$ cat config.mk
export PLATFORM = sky130hd
export DESIGN_NAME = apb_master_bridge_flat
export DESIGN_NICKNAME = d
export VERILOG_FILES = /design/src/rtl/apb_master_bridge_if.sv /design/src/rtl/apb_master_bridge.sv /design/src/flat_wrapper.sv
export SDC_FILE = /design/constraint.sdc
export NUM_CORES = 1
export LEC_CHECK = 0
export CAP_MARGIN = 20
export CORE_ASPECT_RATIO = 0.5
export CORE_MARGIN = 2
export CORE_UTILIZATION = 41
export CTS_CLUSTER_DIAMETER = 200
export DETAILED_ROUTE_END_ITERATION = 7
export GPL_ROUTABILITY_DRIVEN = 0
export PLACE_DENSITY = 0.8
export SYNTH_ARGS = -nofsm -noshare
export SYNTH_HDL_FRONTEND = slang
export SYNTH_SLANG_ARGS = --single-unit
$ cat constraint.sdc
create_clock -name PCLK -period 2.3 [get_ports PCLK]
set_input_delay 0.46 -clock PCLK [delete_from_list [all_inputs] [get_ports PCLK]]
set_output_delay 0.46 -clock PCLK [all_outputs]
set_load 0.01 [all_outputs]
$ cat src/rtl/apb_master_bridge_if.sv
// Command/response and APB3 bus signals of the APB master bridge.
// master = bridge side, slave = command source plus APB slave side.
interface apb_master_bridge_if #(
    parameter int ADDR_WIDTH = 4,
    parameter int DATA_WIDTH = 32
);
    logic                  cmd_valid;
    logic                  cmd_ready;
    logic                  cmd_write;
    logic [ADDR_WIDTH-1:0] cmd_addr;
    logic [DATA_WIDTH-1:0] cmd_wdata;
    logic                  rsp_valid;
    logic [DATA_WIDTH-1:0] rsp_rdata;
    logic                  rsp_err;
    logic                  PSEL;
    logic                  PENABLE;
    logic [ADDR_WIDTH-1:0] PADDR;
    logic                  PWRITE;
    logic [DATA_WIDTH-1:0] PWDATA;
    logic [DATA_WIDTH-1:0] PRDATA;
    logic                  PREADY;
    logic                  PSLVERR;

    modport master (
        input  cmd_valid, cmd_write, cmd_addr, cmd_wdata, PRDATA, PREADY, PSLVERR,
        output cmd_ready, rsp_valid, rsp_rdata, rsp_err,
        output PSEL, PENABLE, PADDR, PWRITE, PWDATA
    );

    modport slave (
        output cmd_valid, cmd_write, cmd_addr, cmd_wdata, PRDATA, PREADY, PSLVERR,
        input  cmd_ready, rsp_valid, rsp_rdata, rsp_err,
        input  PSEL, PENABLE, PADDR, PWRITE, PWDATA
    );
endinterface

$ cat src/rtl/apb_master_bridge.sv
// Single-outstanding APB3 master: one command in, one SETUP/ACCESS transfer out,
// one response pulse back, with an ACCESS-phase timeout against hung slaves.
module apb_master_bridge #(
    parameter int ADDR_WIDTH     = 4,
    parameter int DATA_WIDTH     = 32,
    parameter int TIMEOUT_CYCLES = 16
) (
    input  logic                PCLK,
    input  logic                PRESETn,
    apb_master_bridge_if.master bus,
    output logic [1:0]          state_dbg
);

    localparam int CNT_W = (TIMEOUT_CYCLES > 0) ? $clog2(TIMEOUT_CYCLES + 1) : 1;
    localparam logic [CNT_W-1:0] CNT_LAST = CNT_W'((TIMEOUT_CYCLES > 0) ? TIMEOUT_CYCLES - 1 : 0);

    typedef enum logic [1:0] {
        IDLE   = 2'd0,
        SETUP  = 2'd1,
        ACCESS = 2'd2
    } state_t;

    state_t                state_q, state_d;
    logic [CNT_W-1:0]      cnt_q, cnt_d;
    logic                  cmd_ready_q, cmd_ready_d;
    logic                  psel_q, psel_d;
    logic                  penable_q, penable_d;
    logic [ADDR_WIDTH-1:0] paddr_q, paddr_d;
    logic                  pwrite_q, pwrite_d;
    logic [DATA_WIDTH-1:0] pwdata_q, pwdata_d;
    logic                  rsp_valid_q, rsp_valid_d;
    logic                  rsp_err_q, rsp_err_d;
    logic [DATA_WIDTH-1:0] rsp_rdata_q, rsp_rdata_d;

    // Handshake: a command transfers on a PCLK edge where cmd_valid && cmd_ready;
    // cmd_* are don't-care otherwise. rsp_valid is a one-cycle pulse with no ready.
    always_comb begin
        state_d     = state_q;
        cnt_d       = cnt_q;
        paddr_d     = paddr_q;
        pwrite_d    = pwrite_q;
        pwdata_d    = pwdata_q;
        rsp_valid_d = 1'b0;
        rsp_err_d   = 1'b0;
        rsp_rdata_d = '0;
        case (state_q)
            IDLE: begin
                if (bus.cmd_valid && cmd_ready_q) begin
                    paddr_d  = bus.cmd_addr;
                    pwrite_d = bus.cmd_write;
                    pwdata_d = bus.cmd_wdata;
                    cnt_d    = '0;
                    state_d  = SETUP;
                end
            end
            SETUP: state_d = ACCESS;
            ACCESS: begin
                // A ready slave wins over a timeout firing on the same edge.
                if (bus.PREADY) begin
                    rsp_valid_d = 1'b1;
                    rsp_err_d   = bus.PSLVERR;
                    rsp_rdata_d = (!pwrite_q && !bus.PSLVERR) ? bus.PRDATA : '0;
                    state_d     = IDLE;
                end else if ((TIMEOUT_CYCLES > 0) && (cnt_q == CNT_LAST)) begin
                    rsp_valid_d = 1'b1;
                    rsp_err_d   = 1'b1;
                    state_d     = IDLE;
                end else begin
                    cnt_d = cnt_q + CNT_W'(1);
                end
            end
            default: state_d = IDLE;
        endcase
        // Bus controls are registered copies of what the next state implies.
        cmd_ready_d = (state_d == IDLE);
        psel_d      = (state_d != IDLE);
        penable_d   = (state_d == ACCESS);
    end

    always_ff @(posedge PCLK or negedge PRESETn) begin
        if (!PRESETn) begin
            state_q     <= IDLE;
            cnt_q       <= '0;
            cmd_ready_q <= 1'b0;
            psel_q      <= 1'b0;
            penable_q   <= 1'b0;
            paddr_q     <= '0;
            pwrite_q    <= 1'b0;
            pwdata_q    <= '0;
            rsp_valid_q <= 1'b0;
            rsp_err_q   <= 1'b0;
            rsp_rdata_q <= '0;
        end else begin
            state_q     <= state_d;
            cnt_q       <= cnt_d;
            cmd_ready_q <= cmd_ready_d;
            psel_q      <= psel_d;
            penable_q   <= penable_d;
            paddr_q     <= paddr_d;
            pwrite_q    <= pwrite_d;
            pwdata_q    <= pwdata_d;
            rsp_valid_q <= rsp_valid_d;
            rsp_err_q   <= rsp_err_d;
            rsp_rdata_q <= rsp_rdata_d;
        end
    end

    assign bus.cmd_ready = cmd_ready_q;
    assign bus.PSEL      = psel_q;
    assign bus.PENABLE   = penable_q;
    assign bus.PADDR     = paddr_q;
    assign bus.PWRITE    = pwrite_q;
    assign bus.PWDATA    = pwdata_q;
    assign bus.rsp_valid = rsp_valid_q;
    assign bus.rsp_err   = rsp_err_q;
    assign bus.rsp_rdata = rsp_rdata_q;
    assign state_dbg     = state_q;

endmodule

$ cat src/flat_wrapper.sv
// flat-port wrapper written by rule: the top's interface ports become plain ports
module apb_master_bridge_flat 
#(
    parameter int ADDR_WIDTH     = 4,
    parameter int DATA_WIDTH     = 32,
    parameter int TIMEOUT_CYCLES = 16
)
  (PCLK, PRESETn, state_dbg, bus_cmd_valid, bus_cmd_write, bus_cmd_addr, bus_cmd_wdata, bus_PRDATA, bus_PREADY, bus_PSLVERR, bus_cmd_ready, bus_rsp_valid, bus_rsp_rdata, bus_rsp_err, bus_PSEL, bus_PENABLE, bus_PADDR, bus_PWRITE, bus_PWDATA);
  apb_master_bridge_if #(.ADDR_WIDTH(ADDR_WIDTH), .DATA_WIDTH(DATA_WIDTH)) bus_i ();
  input  logic PCLK;
  input  logic PRESETn;
  output logic [1:0] state_dbg;
  input wire logic [$bits(bus_i.cmd_valid)-1:0] bus_cmd_valid;
  input wire logic [$bits(bus_i.cmd_write)-1:0] bus_cmd_write;
  input wire logic [$bits(bus_i.cmd_addr)-1:0] bus_cmd_addr;
  input wire logic [$bits(bus_i.cmd_wdata)-1:0] bus_cmd_wdata;
  input wire logic [$bits(bus_i.PRDATA)-1:0] bus_PRDATA;
  input wire logic [$bits(bus_i.PREADY)-1:0] bus_PREADY;
  input wire logic [$bits(bus_i.PSLVERR)-1:0] bus_PSLVERR;
  output wire logic [$bits(bus_i.cmd_ready)-1:0] bus_cmd_ready;
  output wire logic [$bits(bus_i.rsp_valid)-1:0] bus_rsp_valid;
  output wire logic [$bits(bus_i.rsp_rdata)-1:0] bus_rsp_rdata;
  output wire logic [$bits(bus_i.rsp_err)-1:0] bus_rsp_err;
  output wire logic [$bits(bus_i.PSEL)-1:0] bus_PSEL;
  output wire logic [$bits(bus_i.PENABLE)-1:0] bus_PENABLE;
  output wire logic [$bits(bus_i.PADDR)-1:0] bus_PADDR;
  output wire logic [$bits(bus_i.PWRITE)-1:0] bus_PWRITE;
  output wire logic [$bits(bus_i.PWDATA)-1:0] bus_PWDATA;
  assign bus_i.cmd_valid = bus_cmd_valid;
  assign bus_i.cmd_write = bus_cmd_write;
  assign bus_i.cmd_addr = bus_cmd_addr;
  assign bus_i.cmd_wdata = bus_cmd_wdata;
  assign bus_i.PRDATA = bus_PRDATA;
  assign bus_i.PREADY = bus_PREADY;
  assign bus_i.PSLVERR = bus_PSLVERR;
  assign bus_cmd_ready = bus_i.cmd_ready;
  assign bus_rsp_valid = bus_i.rsp_valid;
  assign bus_rsp_rdata = bus_i.rsp_rdata;
  assign bus_rsp_err = bus_i.rsp_err;
  assign bus_PSEL = bus_i.PSEL;
  assign bus_PENABLE = bus_i.PENABLE;
  assign bus_PADDR = bus_i.PADDR;
  assign bus_PWRITE = bus_i.PWRITE;
  assign bus_PWDATA = bus_i.PWDATA;
  apb_master_bridge #(.ADDR_WIDTH(ADDR_WIDTH), .DATA_WIDTH(DATA_WIDTH), .TIMEOUT_CYCLES(TIMEOUT_CYCLES)) u_core (.PCLK(PCLK), .PRESETn(PRESETn), .bus(bus_i), .state_dbg(state_dbg));
endmodule
=== After elaboration in Yosys (flattened, before gate mapping) ===
Index checks and enable logic that the tools add are counted.

* Muxes and demuxes: 16
* Shift-type cells: 0
* Eq/ne operators: 7
* Reductions and logical operators: 10
* $lt $le $gt $ge: 0
* $add $sub $neg: 1
* Multipliers: 0
* Bitwise operators: 0
* Div/mod/pow operators: 0

{| class="wikitable"
|+ Operators by type and width
! operator !! number
|-
| $mux 32 || 3
|-
| $mux 5 || 3
|-
| $pmux 5 s2 || 1
|-
| $mux 2 || 3
|-
| $pmux 2 s3 || 1
|-
| $add 5x1->5 const B || 1
|-
| $eq 5x4->1 const B || 1
|-
| $mux 1 || 5
|-
| $eq 2x2->1 const B || 2
|-
| $logic_not 2->1 || 2
|-
| $ne 2x2->1 const B || 2
|-
| $reduce_and 4->1 || 1
|-
| $reduce_bool 2->1 || 2
|-
| $eq 2x1->1 const B || 1
|-
| $logic_and 1x1->1 || 2
|-
| $logic_not 1->1 || 2
|-
| $ne 2x1->1 const B || 1
|-
| $reduce_and 2->1 || 1
|}

* Output and inout bits: 76
* Flip-flop bits (word level): 81
* Memory bits (writable): 0
* Memory bits (read-only): 0
* Input port bits: 74
* Latch bits: 0
* Memories kept: 0

=== Depth between registers and ports, before layout ===
Gate-level depths: netlist of the first run.

* Depth in word-level cells: 5
* Mapped depth: 6
* Mapped depth without buffers: 6

=== Worst setup path before layout of the first run ===
No wires, ideal clock.

* Path type: reg2reg
* Start point: register u_core.cnt_q[0]
* End point: register u_core.psel_q, in the netlist u_core.bus.PSEL
* Stages on the path, launching flop included: 7
* Buffers on the path: 0
* Clock period less this slack: 1.822 ns
* Data arrival time: 1.758 ns
* Setup slack: 0.478 ns
* Data required time: 2.236 ns
* Setup time: 0.064 ns
* Path through: dfrtp_1 ha_1 and3_1 ha_1 or4b_1 o21ai_2 or2_1

* Word-level cells in the longest chain between the ends: 5

{| class="wikitable"
|+ Ends and longest elaborated chain
! item !! RTL line !! RTL
|-
| from (decl) || apb_master_bridge.sv:24 || <nowiki>logic [CNT_W-1:0] cnt_q, cnt_d;</nowiki>
|-
| from (signal assigned) || apb_master_bridge.sv:95 || <nowiki>cnt_q <= cnt_d;</nowiki>
|-
| $eq 5x4->1 || apb_master_bridge.sv:64 || <nowiki>end else if ((TIMEOUT_CYCLES > 0) && (cnt_q == CNT_LAST)) begin</nowiki>
|-
| $mux 2 || apb_master_bridge.sv:64 ||
|-
| $mux 2 || apb_master_bridge.sv:59 || <nowiki>if (bus.PREADY) begin</nowiki>
|-
| $pmux 2 s3 || apb_master_bridge.sv:46 || <nowiki>case (state_q)</nowiki>
|-
| named net u_core.state_d[1] || apb_master_bridge.sv:23 || <nowiki>state_t state_q, state_d;</nowiki>
|-
| $reduce_bool 2->1 || apb_master_bridge.sv:76 || <nowiki>psel_d = (state_d != IDLE);</nowiki>
|-
| named net u_core.psel_d || apb_master_bridge.sv:26 || <nowiki>logic psel_q, psel_d;</nowiki>
|-
| to (signal assigned) || apb_master_bridge.sv:97 || <nowiki>psel_q <= psel_d;</nowiki>
|-
| to (decl) || apb_master_bridge.sv:26 ||
|}

The timed path passes the listed nets, and every way through them passes these cells.
A chain may end at the register's enable or synchronous reset.

=== Final worst setup path of the first run ===
* Start point: register u_core.cnt_q[0]
* End point: register u_core.cmd_ready_q, in the netlist u_core.bus.cmd_ready

* Word-level cells in the longest chain between the ends: 5

{| class="wikitable"
|+ Ends and longest elaborated chain
! item !! RTL line !! RTL
|-
| $eq 5x4->1 || apb_master_bridge.sv:64 ||
|-
| $mux 2 || apb_master_bridge.sv:64 ||
|-
| $mux 2 || apb_master_bridge.sv:59 ||
|-
| $pmux 2 s3 || apb_master_bridge.sv:46 ||
|-
| named net u_core.state_d[1] || apb_master_bridge.sv:23 ||
|-
| $logic_not 2->1 || apb_master_bridge.sv:75 || <nowiki>cmd_ready_d = (state_d == IDLE);</nowiki>
|-
| named net u_core.cmd_ready_d || apb_master_bridge.sv:25 || <nowiki>logic cmd_ready_q, cmd_ready_d;</nowiki>
|-
| to (signal assigned) || apb_master_bridge.sv:96 || <nowiki>cmd_ready_q <= cmd_ready_d;</nowiki>
|-
| to (decl) || apb_master_bridge.sv:25 ||
|}

The timed path passes the listed nets, and every way through them passes these cells.

==> results of run 1 <==
## cell type report
class                           instances  area, sq um
Fill cell                             522         2340
Timing Repair Buffer                  154         1550
Sequential cell                        81         2030
Clock buffer                           14          264
Multi-Input combinational cell         95         1010
Tap cell                               96          120
Clock inverter                          2         60.1
Inverter                                2         7.51
## routing by layer
| layer | vias up | GRT usage |
|---|---|---|
| li1 | 936 | - |
| met2 | 57 | 0.330 |
| met4 | 0 | 0.0810 |
| met1 | 1034 | 0.218 |
| met5 | - | 0 |
| met3 | 14 | 0.0542 |
## stage by stage
stage | instances | power [W]
floorplan | 186 | 0.00331
global placement | 428 | 0.00433
detailed placement | 428 | 0.00440
CTS | 444 | 0.00598
global route | 444 | 0.00618
finish | 444 | 0.00591
## report_power, final
part / total (W) / switching [W] / internal (W)
Clock: 0.00154 / 0.000530 / 0.00101
Combinational: 0.00222 / 0.000742 / 0.00148
Sequential: 0.00215 / 0.000296 / 0.00186
## cell families (layout without fill, tap and decap cells)
logic type | after synthesis | in the layout | share of synthesized area
AOI/OAI and AO/OA | 5 | 5 | 0.0127
adders and majority gates | 2 | 2 | 0.00794
buffers and inverters | 10 | 172 | 0.0409
DFF | 81 | 81 | 0.643
muxes | 41 | 41 | 0.189
and+or+nand+nor | 47 | 47 | 0.106
## placed cells by master (no fill, tap or decap)
cell type,Yosys,routed
clkbuf_1,0,3
buf_4,1,4
nor2_1,4,4
nor3_1,1,1
nor4bb_4,0,1
and3_1,1,1
dfrtp_1,81,81
nor4b_4,2,2
buf_12,4,2
or2_1,1,1
inv_1,2,2
nand4_1,1,1
mux2i_1,3,3
or4b_1,1,1
nor2_2,1,1
nand2b_1,1,1
a22o_1,1,1
nand2b_4,1,1
mux2_2,1,1
clkbuf_8,0,2
and2_1,32,32
clkbuf_16,0,9
ha_1,2,2
bufinv_16,0,2
o21ai_0,1,1
clkdlybuf4s50_1,0,148
o21ai_2,1,1
o2bb2ai_1,2,2
mux2_4,37,37
## final timing paths
kind	startpoint	endpoint
min in group PCLK	u_core.cnt_q[3]	u_core.cnt_q[3]
max in group asynchronous	PRESETn	u_core.bus.PWDATA[29]
hold / removal	PRESETn	u_core.bus.PWDATA[17]
hold reg to reg	u_core.cnt_q[3]	u_core.cnt_q[3]
setup / recovery	u_core.cnt_q[0]	u_core.bus.cmd_ready
setup reg to reg	u_core.cnt_q[0]	u_core.bus.cmd_ready
## state kept, by name, indices dropped and copies added (netlist names)
register	cells
u_core.bus.PWDATA	32
u_core.bus.rsp_rdata	32
u_core.cnt_q	5
u_core.bus.PADDR	4
u_core.state_dbg	2
u_core.bus.PENABLE	1
u_core.bus.PSEL	1
u_core.bus.PWRITE	1
u_core.bus.cmd_ready	1
u_core.bus.rsp_err	1
u_core.bus.rsp_valid	1
## critical path, stage by stage (launching register included)
cell     delay, ns
dfrtp_1       0.40
ha_1          0.23
and3_1        0.17
ha_1          0.30
or4b_1        0.63
o21ai_2       0.11
nor2_1        0.06
==> impl_results.md, run 1 <==
- Met2 wire length: a little over 4000 um
- Yosys reg bits: a little over 80
- Syn_area_per_cell: ~17 sq um
- # DRC: 0
- Outcome: complete, no violations
- Total gr overflow: 0
- Final worst-path cycle share: 0.872
- # setup viols final: 0
- Final hold slack: just under 0.04 ns
- Clk buf depth: 2
- Routed Antenna Nets: 0
- Port-buffer cells: 149
- Pre-CTS WS: between 0.3 and 0.4 ns
- Clock Skew: approximately 0.0046 ns
- Peak Freq: about 500 MHz
- Synth top area share: 0.643
- Fin util: 0.683
- Post-DP HPWL: around 5500 um
- Clock slew seen by the registers of the worst setup and hold paths: ~0.06 ns
- TritonRoute pass-1 iters: 4
- Die Area: around 0.0084 sq mm
- Synth area leader: dfrtp_1
- Most instantiated cells after synthesis: dfrtp_1, mux2_4, and2_1, buf_12, nor2_1
- DRT Wirelength: around 7600 um
- Cell count after synthesis: 186
- Reg2reg path depth: 6
- Count leader, synth: dfrtp_1
- CTS buffer count: 9
- CTS tree: yes
- Vias per inst: 4.60
- Post-CTS Setup Bufs: 0
- Slew Viols, Final: 0
- RSZ-0062 raised after global routing: no
- Crit path DAT: 2.22 ns
- CP Class: register to register
- Row cnt: 22
- CP Capture Type: register
- Minimum clock period after layout: around 2.0 ns
- VDD IR max: between 0.5 and 0.6 mV
- Top FF cell, synth: dfrtp_1
- Final instance area: between 0.005 and 0.006 sq mm
- Static Leak: roughly 2.3 nW
- # Max-Cap Violations: 0
- # hold bufs at CTS: 0
- Vias in the first global route: between 2000 and 2500
- Number of flops mapped to enable cells by yosys: 0
- Ports: 150
- Placed inst area: 0.00472 sq mm
- Fin. Hold Viols: 0
- Power density cells: around 1200 mW/mm^2
- Final TNS setup: 0 ns
- GRT Total Usage: 0.187
- Asr flop ratio synth: 1.00
- Synth area leaders: dfrtp_1, mux2_4, and2_1
- Later-pin clock latency in the skew report: between 0.3 and 0.4 ns
- CP required: 2.52 ns
- P&R area growth vs syn: 60.0%
- Seq/Total Area, Yosys: 0.643
- Yosys warns: 0
- Antenna cell count: 0
- Initial antenna violation count: 0
- Layout cell share with drive strength beyond 1: 0.181
- Uppermost layer routed: met4
- HP Class: primary input to asynchronous set/reset pin
- Avg WL per Cell: 17.0 um
- Routed vias: 2041
- Die Span X: 128 um
- Core box area: approximately 0.0074 sq mm
- Initial core utilization: 0.427
- Layout Nets: 419
- Startpoint Class: register
- Die H: 66.0 um
- CTS root buf: clkbuf_16
- Clk sink count: 81
- Reg2reg setup slack: roughly 0.3 ns
- Synthesized Nets: between 200 and 300
- Initial drt markers: approximately 120
- PnR worst setup slack: 0.293 ns
- Worst Tran Pin Value: between 0.3 and 0.4 ns
- Met3 WL post-DR: 339 um
- CTS resizes: 0
- First-pass GRT wire length: about 12000 um
- Wl on met1: 2920 um
- Post-Syn Area: approximately 0.0032 sq mm
- Yosys cell types: 25
- Crit-path max FO: 5
- H-Tree Depth: 3
- Largest net degree at the start of global routing: 38
- Max_slew headroom: 0.740
No activity file was read; power rests on OpenSTA's default activity.
==> run 2: changes to the inputs <==
--- a/config.mk
+++ b/config.mk
@@ -8,11 +8,12 @@
 export CAP_MARGIN = 20
 export CORE_ASPECT_RATIO = 0.5
 export CORE_MARGIN = 2
-export CORE_UTILIZATION = 41
+export CORE_UTILIZATION = 35
 export CTS_CLUSTER_DIAMETER = 200
 export DETAILED_ROUTE_END_ITERATION = 7
 export GPL_ROUTABILITY_DRIVEN = 0
-export PLACE_DENSITY = 0.8
+export HOLD_SLACK_MARGIN = 0.15
+export PLACE_DENSITY = 0.7
 export SYNTH_ARGS = -nofsm -noshare
 export SYNTH_HDL_FRONTEND = slang
 export SYNTH_SLANG_ARGS = --single-unit
==> run 2 against run 1 <==
Compared with the run above:
- total power is 6.4% lower
- die area is 16% higher
- combinational power barely moved
- critical path type unchanged
- non-clock buffer count down 1
- critical endpoint is now u_core.bus.PSEL
- core utilization down 11 points
- final area is 1.3% lower
- first-iteration DRC count is 4.2% lower
- clock skew decreased by 0.0012 ns
- register-to-register slack is essentially flat
- largest power group unchanged
- routed wire length decreased by 6.1%
- fmax up 0.25%
- sequential share of layout area rose by 0.52 points
==> impl_results.md, run 2 (same netlist as run 1, synthesis figures left out) <==
- Die Area: 0.00982 sq mm (+16%)
- Startpoint Class: register
- GRT Total Usage: 0.151 (-0.0368)
- Commonest non-fill, non-tap cells in the layout: clkdlybuf4s50_1, dfrtp_1, mux2_4
- # Max-Cap Violations: 0 (unchanged)
- Worst Tran Pin Value: 0.511 ns (+0.121 ns)
- Die H: 71.1 um (+7.7%)
- Later-pin clock latency in the skew report: 0.32 ns (about the same)
- Vias in the first global route: 2256 (-1.8%)
- Crit path DAT: 2.26 ns (+0.04 ns)
- CP Class: register to register
- Peak Freq: 500 MHz (+0.25%)
- Ports: 150 (unchanged)
- Layout Nets: 418 (-0.24%)
- Clock slew seen by the registers of the worst setup and hold paths: 0.05 ns (about the same)
- Antenna cell count: 0 (unchanged)
- Crit-path max FO: 5 (unchanged)
- Die Span X: 138 um (+8.0%)
- # hold bufs at CTS: 1 (+1)
- Routed Antenna Nets: 0 (unchanged)
- RSZ-0062 raised after global routing: no
- CTS root buf: clkbuf_16
- CP Capture Type: register
- # setup viols final: 0 (unchanged)
- Slew Viols, Final: 0 (unchanged)
- # DRC: 0 (unchanged)
- Initial core utilization: 0.361 (-0.0665)
- Port-buffer cells: 149 (unchanged)
- CTS tree: yes
- Largest net degree at the start of global routing: 44 (+16%)
- Commonest non-fill, non-tap cell in the layout: clkdlybuf4s50_1
- First-pass GRT wire length: 11500 um (-1.9%)
- Outcome: complete, no violations
- Initial antenna violation count: 0 (unchanged)
- Reg-to-Reg Start: u_core.cnt_q[0]
- TritonRoute pass-1 iters: 4 (unchanged)
- VDD IR max: 0.445 mV (-12%)
- Fin. Hold Viols: 0 (unchanged)
- Initial drt markers: 113 (-4.2%)
- Crit path launch: u_core.cnt_q[0]
- Routed vias: 2027 (-0.69%)
- Post-CTS Setup Bufs: 0 (unchanged)
- Core box area: 0.00874 sq mm (+18%)
- Static Leak: 2.22 nW (-1.9%)
- CP required: 2.56 ns (+0.04 ns)
- Clk buf depth: 2 (unchanged)
- Post-DP HPWL: 5280 um (-4.1%)
- P&R area growth vs syn: 57.9%
- Row cnt: 24 (+9.1%)
- H-Tree Depth: 3 (unchanged)
- CTS resizes: 0 (unchanged)
- Power density cells: 1110 mW/mm^2 (-5.2%)
- Layout cell share with drive strength beyond 1: 0.172 (-0.00902)
- Clk sink count: 81 (unchanged)
- Minimum clock period after layout: 2.00 ns (-0.00507 ns)
- Final worst-path cycle share: 0.870 (-0.00221)
- Total gr overflow: 0 (unchanged)
- Max_slew headroom: 0.660 (-0.0803)
- CTS buffer count: 9 (unchanged)
- HP Class: register to register
- DRT Wirelength: 7100 um (-6.1%)
- Hold path startpoint: u_core.cnt_q[3]
- # fillers: 687 (+32%)
- Final TNS setup: 0 ns (unchanged)
- Avg WL per Cell: 15.4 um (-9.4%)
- Vias per inst: 4.41 (-4.1%)
- Clock Skew: 0.00344 ns (-0.00115 ns)
- Fin util: 0.569 (-0.114)
[run 2: changes by cell type in the layout (fill, tap and decap cells not counted), sizes merged]
cell         previous run  this run
buf                     6         4
clkinv                  0         2
clkbuf                 14        10
bufinv                  2         0
dlygate4sd3             0         1
[run 2: worst paths after layout]
check,depth (start not counted),end,slack [ns]
min,1,u_core.cnt_q[3],0.49
min reg2reg,1,u_core.cnt_q[3],0.49
min in group asynchronous,2,u_core.bus.PWDATA[29],0.66
max reg2reg,6,u_core.bus.PSEL,0.30
max,6,u_core.bus.PSEL,0.30
max in group asynchronous,3,u_core.bus.rsp_rdata[27],1.04
[run 2: area by class of cell]
cell class / count / area, sq um / share of cell area
clock buffers: 10 / 229 / 0.0460
repair buffers: 153 / 1550 / 0.311
multi-input cells: 95 / 1010 / 0.203
well taps: 117 / 146 / 0.0294
clock inverters: 2 / 10.0 / 0.00201
inverters: 2 / 7.51 / 0.00151
flip-flops and latches: 81 / 2030 / 0.407
[run 2: report_power, final]
| group | internal (W) | switching (W) |
|---|---|---|
| Sequential | 0.00186 | 0.000290 |
| Combinational | 0.00147 | 0.000731 |
| Clock | 0.000701 | 0.000483 |
[run 2: worst max-delay path, stage by stage (launching register included)]
cell,delay (ns)
dfrtp_1,0.41
ha_1,0.23
and3_1,0.15
ha_1,0.28
or4b_1,0.63
o21ai_2,0.12
or2_1,0.12
[run 2: layer usage]
| layer | wire length (um) | global-route usage |
|---|---|---|
| met2 | 3910 | 0.272 |
| met3 | 223 | 0.0433 |
| met1 | 2850 | 0.175 |
| met4 | 112 | 0.0533 |
| met5 | 0 | 0 |
[run 2: metrics by stage]
stage,power [W],hold WS (ns),area [sq um],std cells,setup slack [ns]
6_report,0.00553,0.495,4980,460,0.298
5_1_grt,0.00582,0.526,4980,460,0.217
4_1_cts,0.00561,0.505,4980,460,0.287
3_5_place_dp,0.00438,0.465,4730,447,0.297
3_3_place_gp,0.00432,0.457,4730,447,0.329
2_1_floorplan,0.00331,0.164,3150,186,0.478
